--- config.mk ---
export PLATFORM = sky130hd
export DESIGN_NAME = mul_div_unit_flat
export DESIGN_NICKNAME = d
export VERILOG_FILES = /design/src/rtl/mul_div_pkg.sv /design/src/rtl/mul_div_if.sv /design/src/rtl/mul_div_signfix.sv /design/src/rtl/mul_div_unit.sv /design/src/flat_wrapper.sv
export SDC_FILE = /design/constraint.sdc
export NUM_CORES = 1
export LEC_CHECK = 0
export CAP_MARGIN = 20
export CORE_ASPECT_RATIO = 0.8
export CORE_UTILIZATION = 25
export DETAILED_ROUTE_END_ITERATION = 8
export SLEW_MARGIN = 10
export SYNTH_ARGS = -nofsm -noshare
export SYNTH_HDL_FRONTEND = slang
export SYNTH_HIERARCHICAL = 1
export SYNTH_SLANG_ARGS = --single-unit
--- constraint.sdc ---
create_clock -name clk -period 10.05 [get_ports clk]
set_clock_uncertainty 0.1 [all_clocks]
set_input_delay 1.5075 -clock clk [delete_from_list [all_inputs] [get_ports clk]]
set_output_delay 1.5075 -clock clk [all_outputs]
set_load 0.05 [all_outputs]
--- src/rtl/mul_div_pkg.sv ---
// mul_div_pkg: shared types and constants for the iterative multiply/divide unit.
// Optional build macro used across the unit: MULDIV_DIVZERO_FLAG_EN.
package mul_div_pkg;

    // Sequencer states: capture, iterate, sign-fix/writeback, result pulse.
    typedef enum logic [1:0] {
        IDLE = 2'd0,
        CALC = 2'd1,
        FIX  = 2'd2,
        DONE = 2'd3
    } state_t;

    // Operation select encoding on the op input.
    localparam logic OP_MUL = 1'b0;
    localparam logic OP_DIV = 1'b1;

    // Width of an iteration counter that must hold the value n.
    function automatic int cnt_width(input int n);
        return $clog2(n + 1);
    endfunction

endpackage

--- src/rtl/mul_div_if.sv ---
// mul_div_if: request/response bundle between pipeline control and the
// multiply/divide unit. div_zero exists only when MULDIV_DIVZERO_FLAG_EN is defined.
interface mul_div_if #(
    parameter int N = 32
);
    logic         start;
    logic         op;
    logic         sgn;
    logic [N-1:0] a;
    logic [N-1:0] b;
    logic         busy;
    logic         done;
    logic [N-1:0] hi;
    logic [N-1:0] lo;
`ifdef MULDIV_DIVZERO_FLAG_EN
    logic         div_zero;
`endif

    // Pipeline control side: issues operations, observes status and results.
    modport master (
        output start, op, sgn, a, b,
        input  busy, done, hi, lo
`ifdef MULDIV_DIVZERO_FLAG_EN
        , input div_zero
`endif
    );

    // Unit side: accepts operations, returns status and HI/LO.
    modport slave (
        input  start, op, sgn, a, b,
        output busy, done, hi, lo
`ifdef MULDIV_DIVZERO_FLAG_EN
        , output div_zero
`endif
    );
endinterface

--- src/rtl/mul_div_signfix.sv ---
// mul_div_signfix: combinational conditional two's-complement negation.
// Used to take magnitudes of signed operands at capture and to restore
// result signs before writeback.
module mul_div_signfix #(
    parameter int W = 32
) (
    input  logic [W-1:0] value,
    input  logic         neg,
    output logic [W-1:0] result
);

    assign result = neg ? -value : value;

endmodule

--- src/rtl/mul_div_unit.sv ---
// mul_div_unit: iterative MIPS-style mult/multu/div/divu feeding HI/LO.
// One result bit per cycle: N CALC cycles, one FIX cycle, one DONE cycle.
// Build option: define MULDIV_DIVZERO_FLAG_EN to add the div_zero status flag.
module mul_div_unit
    import mul_div_pkg::*;
#(
    parameter int N = 32
) (
    input  logic clk,
    input  logic reset,
    mul_div_if.slave bus
);

    localparam int CW = cnt_width(N);

    state_t            state;
    logic [CW-1:0]     cnt;
    logic [2*N-1:0]    acc;      // mult: {partial product, multiplier}; div: low half is dividend/quotient
    logic [N-1:0]      rem;      // division partial remainder (always below the divisor)
    logic [N-1:0]      opnd;     // mult: multiplicand magnitude; div: divisor magnitude
    logic [N-1:0]      a_raw;    // unmodified dividend, returned on divide by zero
    logic              op_r;
    logic              neg_res;  // product/quotient must be negated
    logic              neg_rem;  // remainder takes the dividend's sign
    logic              div0;
    logic              busy_q;
    logic              done_q;
    logic [N-1:0]      hi_q;
    logic [N-1:0]      lo_q;
`ifdef MULDIV_DIVZERO_FLAG_EN
    logic              div_zero_q;
`endif

    // Operand magnitudes at capture time.
    logic         a_neg, b_neg;
    logic [N-1:0] a_mag, b_mag;

    assign a_neg = bus.sgn & bus.a[N-1];
    assign b_neg = bus.sgn & bus.b[N-1];

    mul_div_signfix #(.W(N)) u_a_abs (.value(bus.a), .neg(a_neg), .result(a_mag));
    mul_div_signfix #(.W(N)) u_b_abs (.value(bus.b), .neg(b_neg), .result(b_mag));

    // One shift-add multiply step: add multiplicand when the low bit is set, then shift right.
    logic [N:0]     mul_sum;
    logic [2*N-1:0] mul_next;

    assign mul_sum  = acc[0] ? ({1'b0, acc[2*N-1:N]} + {1'b0, opnd})
                             : {1'b0, acc[2*N-1:N]};
    assign mul_next = {mul_sum, acc[N-1:1]};

    // One restoring divide step on the (N+1)-bit shifted partial remainder.
    logic [N:0]   partial;
    logic         div_ge;
    logic [N-1:0] rem_sub;

    assign partial = {rem, acc[N-1]};
    assign div_ge  = partial >= {1'b0, opnd};
    // The true difference is below the divisor, so N-bit wraparound arithmetic is exact.
    assign rem_sub = partial[N-1:0] - opnd;

    // Sign restoration applied in FIX.
    logic [2*N-1:0] prod_fixed;
    logic [N-1:0]   quo_fixed;
    logic [N-1:0]   rem_fixed;

    mul_div_signfix #(.W(2*N)) u_prod_fix (.value(acc),        .neg(neg_res), .result(prod_fixed));
    mul_div_signfix #(.W(N))   u_quo_fix  (.value(acc[N-1:0]), .neg(neg_res), .result(quo_fixed));
    mul_div_signfix #(.W(N))   u_rem_fix  (.value(rem),        .neg(neg_rem), .result(rem_fixed));

    // Select the HI/LO values written at the end of FIX.
    logic [N-1:0] res_hi;
    logic [N-1:0] res_lo;

    always_comb begin
        // NOTE: every output of this block gets a default first so no path leaves it unassigned (no latch).
        res_hi = prod_fixed[2*N-1:N];
        res_lo = prod_fixed[N-1:0];
        if (op_r == OP_DIV) begin
            if (div0) begin
                res_hi = a_raw;
                res_lo = '1;
            end else begin
                res_hi = rem_fixed;
                res_lo = quo_fixed;
            end
        end
    end

    // Sequencer and datapath registers; outputs are registered here.
    always_ff @(posedge clk or posedge reset) begin
        // NOTE: state registers use non-blocking assignments so every register samples pre-edge values.
        if (reset) begin
            state      <= IDLE;
            cnt        <= '0;
            acc        <= '0;
            rem        <= '0;
            opnd       <= '0;
            a_raw      <= '0;
            op_r       <= OP_MUL;
            neg_res    <= 1'b0;
            neg_rem    <= 1'b0;
            div0       <= 1'b0;
            busy_q     <= 1'b0;
            done_q     <= 1'b0;
            hi_q       <= '0;
            lo_q       <= '0;
`ifdef MULDIV_DIVZERO_FLAG_EN
            div_zero_q <= 1'b0;
`endif
        end else begin
            case (state)
                IDLE, DONE: begin
                    done_q <= 1'b0;
                    if (bus.start) begin
                        op_r    <= bus.op;
                        a_raw   <= bus.a;
                        div0    <= (bus.b == '0);
                        neg_res <= a_neg ^ b_neg;
                        neg_rem <= a_neg;
                        cnt     <= CW'(N);
                        rem     <= '0;
                        if (bus.op == OP_MUL) begin
                            acc  <= {{N{1'b0}}, b_mag};
                            opnd <= a_mag;
                        end else begin
                            acc  <= {{N{1'b0}}, a_mag};
                            opnd <= b_mag;
                        end
                        busy_q  <= 1'b1;
                        state   <= CALC;
                    end else begin
                        state   <= IDLE;
                    end
                end
                CALC: begin
                    if (op_r == OP_MUL) begin
                        acc <= mul_next;
                    end else begin
                        acc[N-1:0] <= {acc[N-2:0], div_ge};
                        rem        <= div_ge ? rem_sub : partial[N-1:0];
                    end
                    cnt <= cnt - CW'(1);
                    if (cnt == CW'(1)) begin
                        state <= FIX;
                    end
                end
                FIX: begin
                    hi_q       <= res_hi;
                    lo_q       <= res_lo;
`ifdef MULDIV_DIVZERO_FLAG_EN
                    div_zero_q <= (op_r == OP_DIV) && div0;
`endif
                    busy_q     <= 1'b0;
                    done_q     <= 1'b1;
                    state      <= DONE;
                end
                default: begin
                    state <= IDLE;
                end
            endcase
        end
    end

    assign bus.busy     = busy_q;
    assign bus.done     = done_q;
    assign bus.hi       = hi_q;
    assign bus.lo       = lo_q;
`ifdef MULDIV_DIVZERO_FLAG_EN
    assign bus.div_zero = div_zero_q;
`endif

endmodule

--- src/flat_wrapper.sv ---
// flat-port wrapper written by rule: the top's interface ports become plain ports
module mul_div_unit_flat import mul_div_pkg::*;
#(
    parameter int N = 32
)
  (clk, reset, bus_start, bus_op, bus_sgn, bus_a, bus_b, bus_busy, bus_done, bus_hi, bus_lo);
  mul_div_if #(.N(N)) bus_i ();
  input  logic clk;
  input  logic reset;
  input wire logic [$bits(bus_i.start)-1:0] bus_start;
  input wire logic [$bits(bus_i.op)-1:0] bus_op;
  input wire logic [$bits(bus_i.sgn)-1:0] bus_sgn;
  input wire logic [$bits(bus_i.a)-1:0] bus_a;
  input wire logic [$bits(bus_i.b)-1:0] bus_b;
  output wire logic [$bits(bus_i.busy)-1:0] bus_busy;
  output wire logic [$bits(bus_i.done)-1:0] bus_done;
  output wire logic [$bits(bus_i.hi)-1:0] bus_hi;
  output wire logic [$bits(bus_i.lo)-1:0] bus_lo;
  assign bus_i.start = bus_start;
  assign bus_i.op = bus_op;
  assign bus_i.sgn = bus_sgn;
  assign bus_i.a = bus_a;
  assign bus_i.b = bus_b;
  assign bus_busy = bus_i.busy;
  assign bus_done = bus_i.done;
  assign bus_hi = bus_i.hi;
  assign bus_lo = bus_i.lo;
  mul_div_unit #(.N(N)) u_core (.clk(clk), .reset(reset), .bus(bus_i));
endmodule
==> results of run 1 <==
[worst max-delay path by stage]
stage | startpoint | cells after the start | slack (ps) | to
global placement | bus_b[5] | 9 | 4940 | u_core/acc[31]
floorplan | reset | 1 | 1910 | u_core/a_raw[0]
finish | bus_b[5] | 9 | 5380 | u_core/acc[31]
CTS | bus_b[5] | 9 | 5550 | u_core/acc[31]
detailed placement | bus_b[5] | 9 | 4960 | u_core/acc[31]
global route | bus_b[5] | 9 | 5250 | u_core/acc[31]
[kinds of logic (layout without fill, tap and decap cells)]
kind of cell               count (synthesis)  count (layout)  share of synthesized area, %
AOI/OAI and AO/OA                        671             671                          23.3
xor gates and xnor gates                 236             236                          10.5
adders and majority gates                 76              76                          4.91
buffers and inverters                    248             317                          5.14
DFF                                      238             238                          30.3
muxes                                    173             173                          9.21
other                                      0               3                             0
and+or+nand+nor                          646             646                          16.7
[final cells by class]
type	count	area, um2	area share (%)
Multi-Input combinational cell	1802	12700	55.2
Sequential cell	238	5960	25.9
Timing Repair Buffer	164	1600	6.93
Tap cell	1023	1280	5.56
Clock buffer	36	772	3.35
Inverter	102	390	1.69
Clock inverter	15	313	1.36
Antenna cell	3	7.51	0.0326
[worst max-delay path, cell delays in order]
cell	delay [ps]
sky130_fd_sc_hd__clkdlybuf4s50_1	650
sky130_fd_sc_hd__nor4_1	850
sky130_fd_sc_hd__nand4b_1	700
sky130_fd_sc_hd__o41ai_2	610
sky130_fd_sc_hd__xnor2_1	130
sky130_fd_sc_hd__mux2i_1	170
sky130_fd_sc_hd__o22ai_1	100
sky130_fd_sc_hd__a311oi_1	210
sky130_fd_sc_hd__a21oi_1	70
[report_power, final]
group / leakage [nW] / internal, mW / switching [mW]
logic: 5.72 / 1.37 / 2.30
clock network: 0.522 / 0.772 / 0.455
registers: 3.06 / 1.31 / 0.571
[metal layers]
| metal | up-vias | global-route usage [%] | part of all wire (%) |
|---|---|---|---|
| met2 | 875 | 23.5 | 38 |
| li1 | 8498 | - | - |
| met4 | 2 | 2.82 | 1.7 |
| met1 | 9020 | 29.0 | 49 |
| met3 | 81 | 4.08 | 11 |
| met5 | - | 0 | 0.015 |
[per-stage QoR]
step	power, mW	std cells	setup slack, ps
finish	6.77	3383	5380
global route	7.18	3380	5250
CTS	6.73	3377	5550
detailed placement	5.48	3326	4960
global placement	5.46	3325	4940
floorplan	4.31	2288	1910
[registers in the layout (all words and copies together), names as in the netlist, 2 cells and up]
register       flops
u_core/opnd       32
u_core/a_raw      32
u_core/acc        64
u_core/rem        32
u_core/bus.hi     32
u_core/state       2
u_core/bus.lo     32
u_core/cnt         6
[cell usage in the layout, fill, tap and decap left out, drive strengths merged, types with 20 or more instances in the layout]
cell type	n
nand4	23
clkbuf	38
a21oi	105
inv	103
clkdlybuf4s50	133
a21o	60
buf	29
o31ai	64
xor2	25
nand2b	27
mux2i	109
mux2	64
or3	24
nor4	32
nand2	208
o41ai	55
xnor2	211
nor2	146
ha	74
o221ai	32
nor2b	20
dfrtp	238
o21ai	214
or4	31
a211oi	39
nand3	68
==> load_flow_metrics.sql, run 1 <==
INSERT INTO impl_metrics (metric_group, metric, value, unit) VALUES
('timing', 'max_slew_margin', '28.0', '%'),
('clock_network', 'tritoncts.num_buffers', '28', ''),
('outcome', 'violated_checks', 'design-rule violations', ''),
('critical_path', 'critical_path_arrival', '5010', 'ps'),
('floorplan', 'core-area', '77400', 'um2'),
('logic_synthesis', 'synth-seq-area-share', '30.3', '%'),
('timing', 'setup_repair_after_global_routing_missed_its_margin', 'false', ''),
('critical_path', 'r2r-start', 'u_core/opnd[13]', ''),
('floorplan', 'die_w', '316', 'um'),
('clock_network', 'htree_num_levels', '1', ''),
('placed_design', 'dp_hpwl', '55.7', 'mm'),
('timing', 'worst_slew_pin_slew', '1070', 'ps'),
('cells_and_area', 'final_util', '29.8', '%'),
('global_route', 'grt_overflow', '0', ''),
('critical_path', 'r2r.worst_path.cells', '11', ''),
('critical_path', 'critPathCaptureType', 'register', ''),
('global_route', 'maximum_number_of_pins_on_one_net_before_global_route_repair', '120', ''),
('floorplan', 'initial_standard_cell_utilization_of_the_core', '25.4', '%'),
('floorplan', 'ios', '135', ''),
('logic_synthesis', 'post_synth.cell_area_avg', '8.59', 'um2'),
('min_path', 'number_of_cells_on_the_worst_hold_path', '1', ''),
('routing', 'antenna_left', '0', ''),
('clock_network', 'clkSlewWorstSetupHoldPaths', '60', 'ps'),
('critical_path', 'critical_path_peak_fanout', '11', ''),
('logic_synthesis', 'post_synth_main_area_contributors', 'sky130_fd_sc_hd__dfrtp_1 (30%), sky130_fd_sc_hd__xnor2_1 (9.4%), sky130_fd_sc_hd__mux2i_1 (5.5%), sky130_fd_sc_hd__o21ai_0 (5.3%), sky130_fd_sc_hd__ha_1 (4.7%)', ''),
('critical_path', 'critical_path.reg2reg.endpoint', 'u_core/rem[31]', ''),
('critical_path', 'worst-setup-path-type', 'in -> reg', ''),
('timing', 'finalWorstPathRequiredPeriod', '4670', 'ps'),
('clock_network', 'tritoncts', 'yes', ''),
('timing', 'report.final.hold_viol_count', '0', ''),
('placed_design', 'port_buffer_cells', '134', ''),
('logic_synthesis', 'synth.lib_cells_used.distinct', '84', ''),
('power_and_ir_drop', 'power_density', '294', 'nW/um2'),
('logic_synthesis', 'synth.cells.most_frequent', 'sky130_fd_sc_hd__dfrtp_1 (238), sky130_fd_sc_hd__xnor2_1 (211), sky130_fd_sc_hd__o21ai_0 (209)', ''),
('routing', 'drt_iter0_markers', '2473', ''),
('logic_synthesis', 'syn_inst', '2288', ''),
('clock_network', 'clock_insertion_delay_at_the_later_pin_of_the_skew_report', '580', 'ps'),
('outcome', 'outcome', 'complete, but fails checks', ''),
('critical_path', 'timing.critical_path.required', '10390', 'ps'),
('logic_synthesis', 'synth_async_sr_flop_share', '100', '%'),
('clock_network', 'clockRootBuffer', 'sky130_fd_sc_hd__clkbuf_16', ''),
('global_route', 'grt_antenna_before_repair', '2', ''),
('cells_and_area', 'n_fill_cell', '8269', ''),
('flow_run', 'cap_violations', '0', ''),
('routing', 'detail_route.wl_per_cell', '21.8', 'um'),
('clock_network', 'cts_setup_buffers', '0', ''),
('timing', 'final_min_period_over_clock_period', '46.5', '%'),
('routing', 'dr_total_vias', '18476', ''),
('timing', 'slew_violations', '0', ''),
('logic_synthesis', 'yosys.area.top_type_share', '30.3', '%'),
('min_path', 'holdPathEnd', 'u_core/bus.hi[30]', ''),
('routing', 'route.detailed.drc', '14', ''),
('logic_synthesis', 'cell_area_after_synthesis', '19700', 'um2'),
('cells_and_area', 'num-nets-final', '2481', ''),
('critical_path', 'critPathLaunchType', 'input pin', ''),
('power_and_ir_drop', 'vdd.ir_drop.worst', '0.232', 'mV'),
('min_path', 'min_path_type', 'reg -> reg', ''),
('logic_synthesis', 'synth_top_cell_by_area', 'sky130_fd_sc_hd__dfrtp_1', ''),
('routing', 'detail_route.wirelength', '73.6', 'mm'),
('cells_and_area', 'final_layout_size_suffix_gt1_share', '8.66', '%'),
('min_path', 'hold_start', 'u_core/bus.hi[30]', ''),
('global_route', 'wire_length_of_the_first_global_routing_pass', '110', 'mm'),
('routing', 'dr.pass1.iters', '8', ''),
('timing', 'fmax', '214', 'MHz'),
('critical_path', 'worst-r2r-setup-slack', '6010', 'ps'),
('global_route', 'via_count_of_the_first_global_routing_pass', '16646', ''),
('timing', 'hold_slack', '376', 'ps'),
('logic_synthesis', 'edff_count_synth', '0', ''),
('logic_synthesis', 'synth.net_count', '2433', ''),
('clock_network', 'clk_path_buf_depth', '3', ''),
('placed_design', 'dpl-instance-area', '21900', 'um2');
No activity file was read; power rests on OpenSTA's default activity.
==> run 2: changes to the inputs <==
- clock period: 10.05 -> 4.3 ns (I/O delays scaled with it)
==> run 2 against run 1 <==
The run still ends with design-rule violations left. Flip-flop and latch count stayed put. Critical path depth is 1 lower. Worst setup slack worse by 4700 ps. First-iteration DRC count is 28% lower. Critical endpoint is now u_core/bus.hi[14].
==> load_flow_metrics.sql, run 2 (synthesis results as in run 1) <==
INSERT INTO impl_metrics (metric_group, metric, value, unit) VALUES
('timing', 'finalSetupTns', '0', 'ps'),
('floorplan', 'core-area', '77400', 'um2'),
('critical_path', 'critical_path_peak_fanout', '10', ''),
('clock_network', 'tritoncts.num_buffers', '30', ''),
('global_route', 'grt_usage', '18.2', '%'),
('clock_network', 'clkSlewWorstSetupHoldPaths', '60', 'ps'),
('cells_and_area', 'num-nets-final', '2524', ''),
('global_route', 'wire_length_of_the_first_global_routing_pass', '111', 'mm'),
('global_route', 'grt_antenna_before_repair', '5', ''),
('clock_network', 'ctsResizeCount', '0', ''),
('timing', 'worst_slack', '675', 'ps'),
('outcome', 'outcome', 'complete, but fails checks', ''),
('critical_path', 'critPathCaptureType', 'register', ''),
('clock_network', 'clock_insertion_delay_at_the_later_pin_of_the_skew_report', '600', 'ps'),
('timing', 'final_min_period_over_clock_period', '84.3', '%'),
('global_route', 'maximum_number_of_pins_on_one_net_before_global_route_repair', '106', ''),
('timing', 'slew_violations', '0', ''),
('routing', 'drt_iter0_markers', '1769', ''),
('cells_and_area', 'n_antenna_cell', '0', ''),
('routing', 'antenna_left', '0', ''),
('timing', 'fmax', '276', 'MHz'),
('cells_and_area', 'area.growth.synth_to_final', '19.3', '%'),
('placed_design', 'pre_cts_slack', '558', 'ps'),
('clock_network', 'clkSinkCount', '238', ''),
('power_and_ir_drop', 'power.static_leakage', '9.55', 'nW'),
('routing', 'detail_route.wirelength', '74.3', 'mm'),
('outcome', 'violated_checks', 'design-rule violations', ''),
('floorplan', 'die_area', '79800', 'um2'),
('power_and_ir_drop', 'vdd.ir_drop.worst', '0.336', 'mV'),
('timing', 'max_slew_margin', '29.8', '%'),
('timing', 'finalWorstPathRequiredPeriod', '3620', 'ps'),
('placed_design', 'placed_cells_incl_taps', '3369', ''),
('routing', 'dr.pass1.iters', '7', ''),
('clock_network', 'clk_path_buf_depth', '3', ''),
('min_path', 'min_path_type', 'in -> async', ''),
('clock_network', 'clockRootBuffer', 'sky130_fd_sc_hd__clkbuf_16', ''),
('critical_path', 'r2r.worst_path.cells', '8', ''),
('floorplan', 'ios', '135', ''),
('critical_path', 'worst-setup-path-type', 'reg -> reg', ''),
('floorplan', 'chipHeight', '253', 'um'),
('placed_design', 'gp_routability_congestion', '0.978', ''),
('global_route', 'grt_overflow', '0', ''),
('critical_path', 'critical_path_arrival', '4040', 'ps'),
('cells_and_area', 'top_register', 'u_core/acc', ''),
('global_route', 'via_count_of_the_first_global_routing_pass', '16612', ''),
('placed_design', 'port_buffer_cells', '134', ''),
('cells_and_area', 'largest_register_ff_count', '64', ''),
('power_and_ir_drop', 'power_density', '691', 'nW/um2'),
('timing', 'setup_repair_after_global_routing_missed_its_margin', 'false', ''),
('critical_path', 'timing.critical_path.required', '4720', 'ps'),
('cells_and_area', 'final_layout_size_suffix_gt1_share', '10.5', '%'),
('timing', 'worst_slew_pin_slew', '1050', 'ps'),
('floorplan', 'initial_standard_cell_utilization_of_the_core', '25.4', '%'),
('cells_and_area', 'most_frequent_cells_in_the_layout', 'sky130_fd_sc_hd__dfrtp_1 (235), sky130_fd_sc_hd__xnor2_1 (211), sky130_fd_sc_hd__o21ai_0 (209)', ''),
('critical_path', 'critPathLaunchType', 'register', ''),
('clock_network', 'cts_setup_buffers', '0', ''),
('cells_and_area', 'n_fill_cell', '8190', ''),
('cells_and_area', 'layoutNonFillerInstCount', '3426', ''),
('flow_run', 'cap_violations', '0', ''),
('placed_design', 'dp_hpwl', '57.2', 'mm'),
('timing', 'report.final.hold_viol_count', '0', ''),
('routing', 'detail_route.wl_per_cell', '21.7', 'um'),
('routing', 'detail_route.vias_per_cell', '5.37', ''),
('clock_network', 'holdBufCountCts', '0', ''),
('timing', 'finalSetupViolCount', '0', ''),
('clock_network', 'htree_num_levels', '1', ''),
('cells_and_area', 'final_common_cell', 'sky130_fd_sc_hd__dfrtp_1', ''),
('routing', 'dr_total_vias', '18401', ''),
('floorplan', 'die_w', '316', 'um'),
('routing', 'route.detailed.drc', '7', ''),
('floorplan', 'fp-row-count', '91', ''),
('clock_network', 'tritoncts', 'yes', '');
run 2: cell type report:
type                    count  area, um2  share of cell area (%)
clock buffers              38        841                    3.58
clock inverters            18        342                    1.46
inverters                 102        387                    1.65
multi-input cells        1802      12700                    54.2
flip-flops and latches    238       5960                    25.4
well taps                1023       1280                    5.46
repair buffers            205       1930                    8.22
run 2: metrics by stage:
| stage | hold slack [ps] | cell area (um2) | utilization, % | power, mW |
|---|---|---|---|---|
| 3_5_place_dp | 369 | 22300 | 28.7 | 13.1 |
| 5_1_grt | 391 | 23500 | 30.3 | 17.2 |
| 4_1_cts | 369 | 23400 | 30.3 | 16.1 |
| 6_report | 376 | 23500 | 30.3 | 16.2 |
| 2_1_floorplan | 375 | 19700 | - | 10.1 |
| 3_3_place_gp | 363 | 22300 | 28.7 | 13.0 |
run 2: power by group:
part / internal, mW / switching, mW
clock network: 1.92 / 1.10
registers: 3.06 / 1.19
logic: 3.32 / 5.61
run 2: worst paths after layout:
kind / start / end / slack, ps
worst min-delay path: reset / u_core/bus.hi[8] / 380
max in group asynchronous: reset / u_core/acc[49] / 2650
worst max-delay path: u_core/acc[19] / u_core/bus.hi[14] / 680
worst max register to register: u_core/acc[19] / u_core/bus.hi[14] / 680
worst min register to register: u_core/bus.hi[0] / u_core/bus.hi[0] / 380
min in group clk: u_core/bus.hi[0] / u_core/bus.hi[0] / 380
run 2: routing by layer:
metal	share of wire [%]	GRT usage (%)	vias up
met5	0.066	0	-
met4	1.9	3.64	8
met3	11	5.98	79
met2	38	23.2	748
met1	49	28.7	8964
li1	-	-	8602
run 2: worst max-delay path, cell delays in order (launching register included):
cell and delay, ps:
sky130_fd_sc_hd__dfrtp_1 530, sky130_fd_sc_hd__or3_1 550, sky130_fd_sc_hd__nor4_4 460, sky130_fd_sc_hd__nand4_1 520
sky130_fd_sc_hd__o31ai_1 440, sky130_fd_sc_hd__xnor2_1 160, sky130_fd_sc_hd__nor2_1 50, sky130_fd_sc_hd__a211oi_1 570
sky130_fd_sc_hd__a21o_1 140
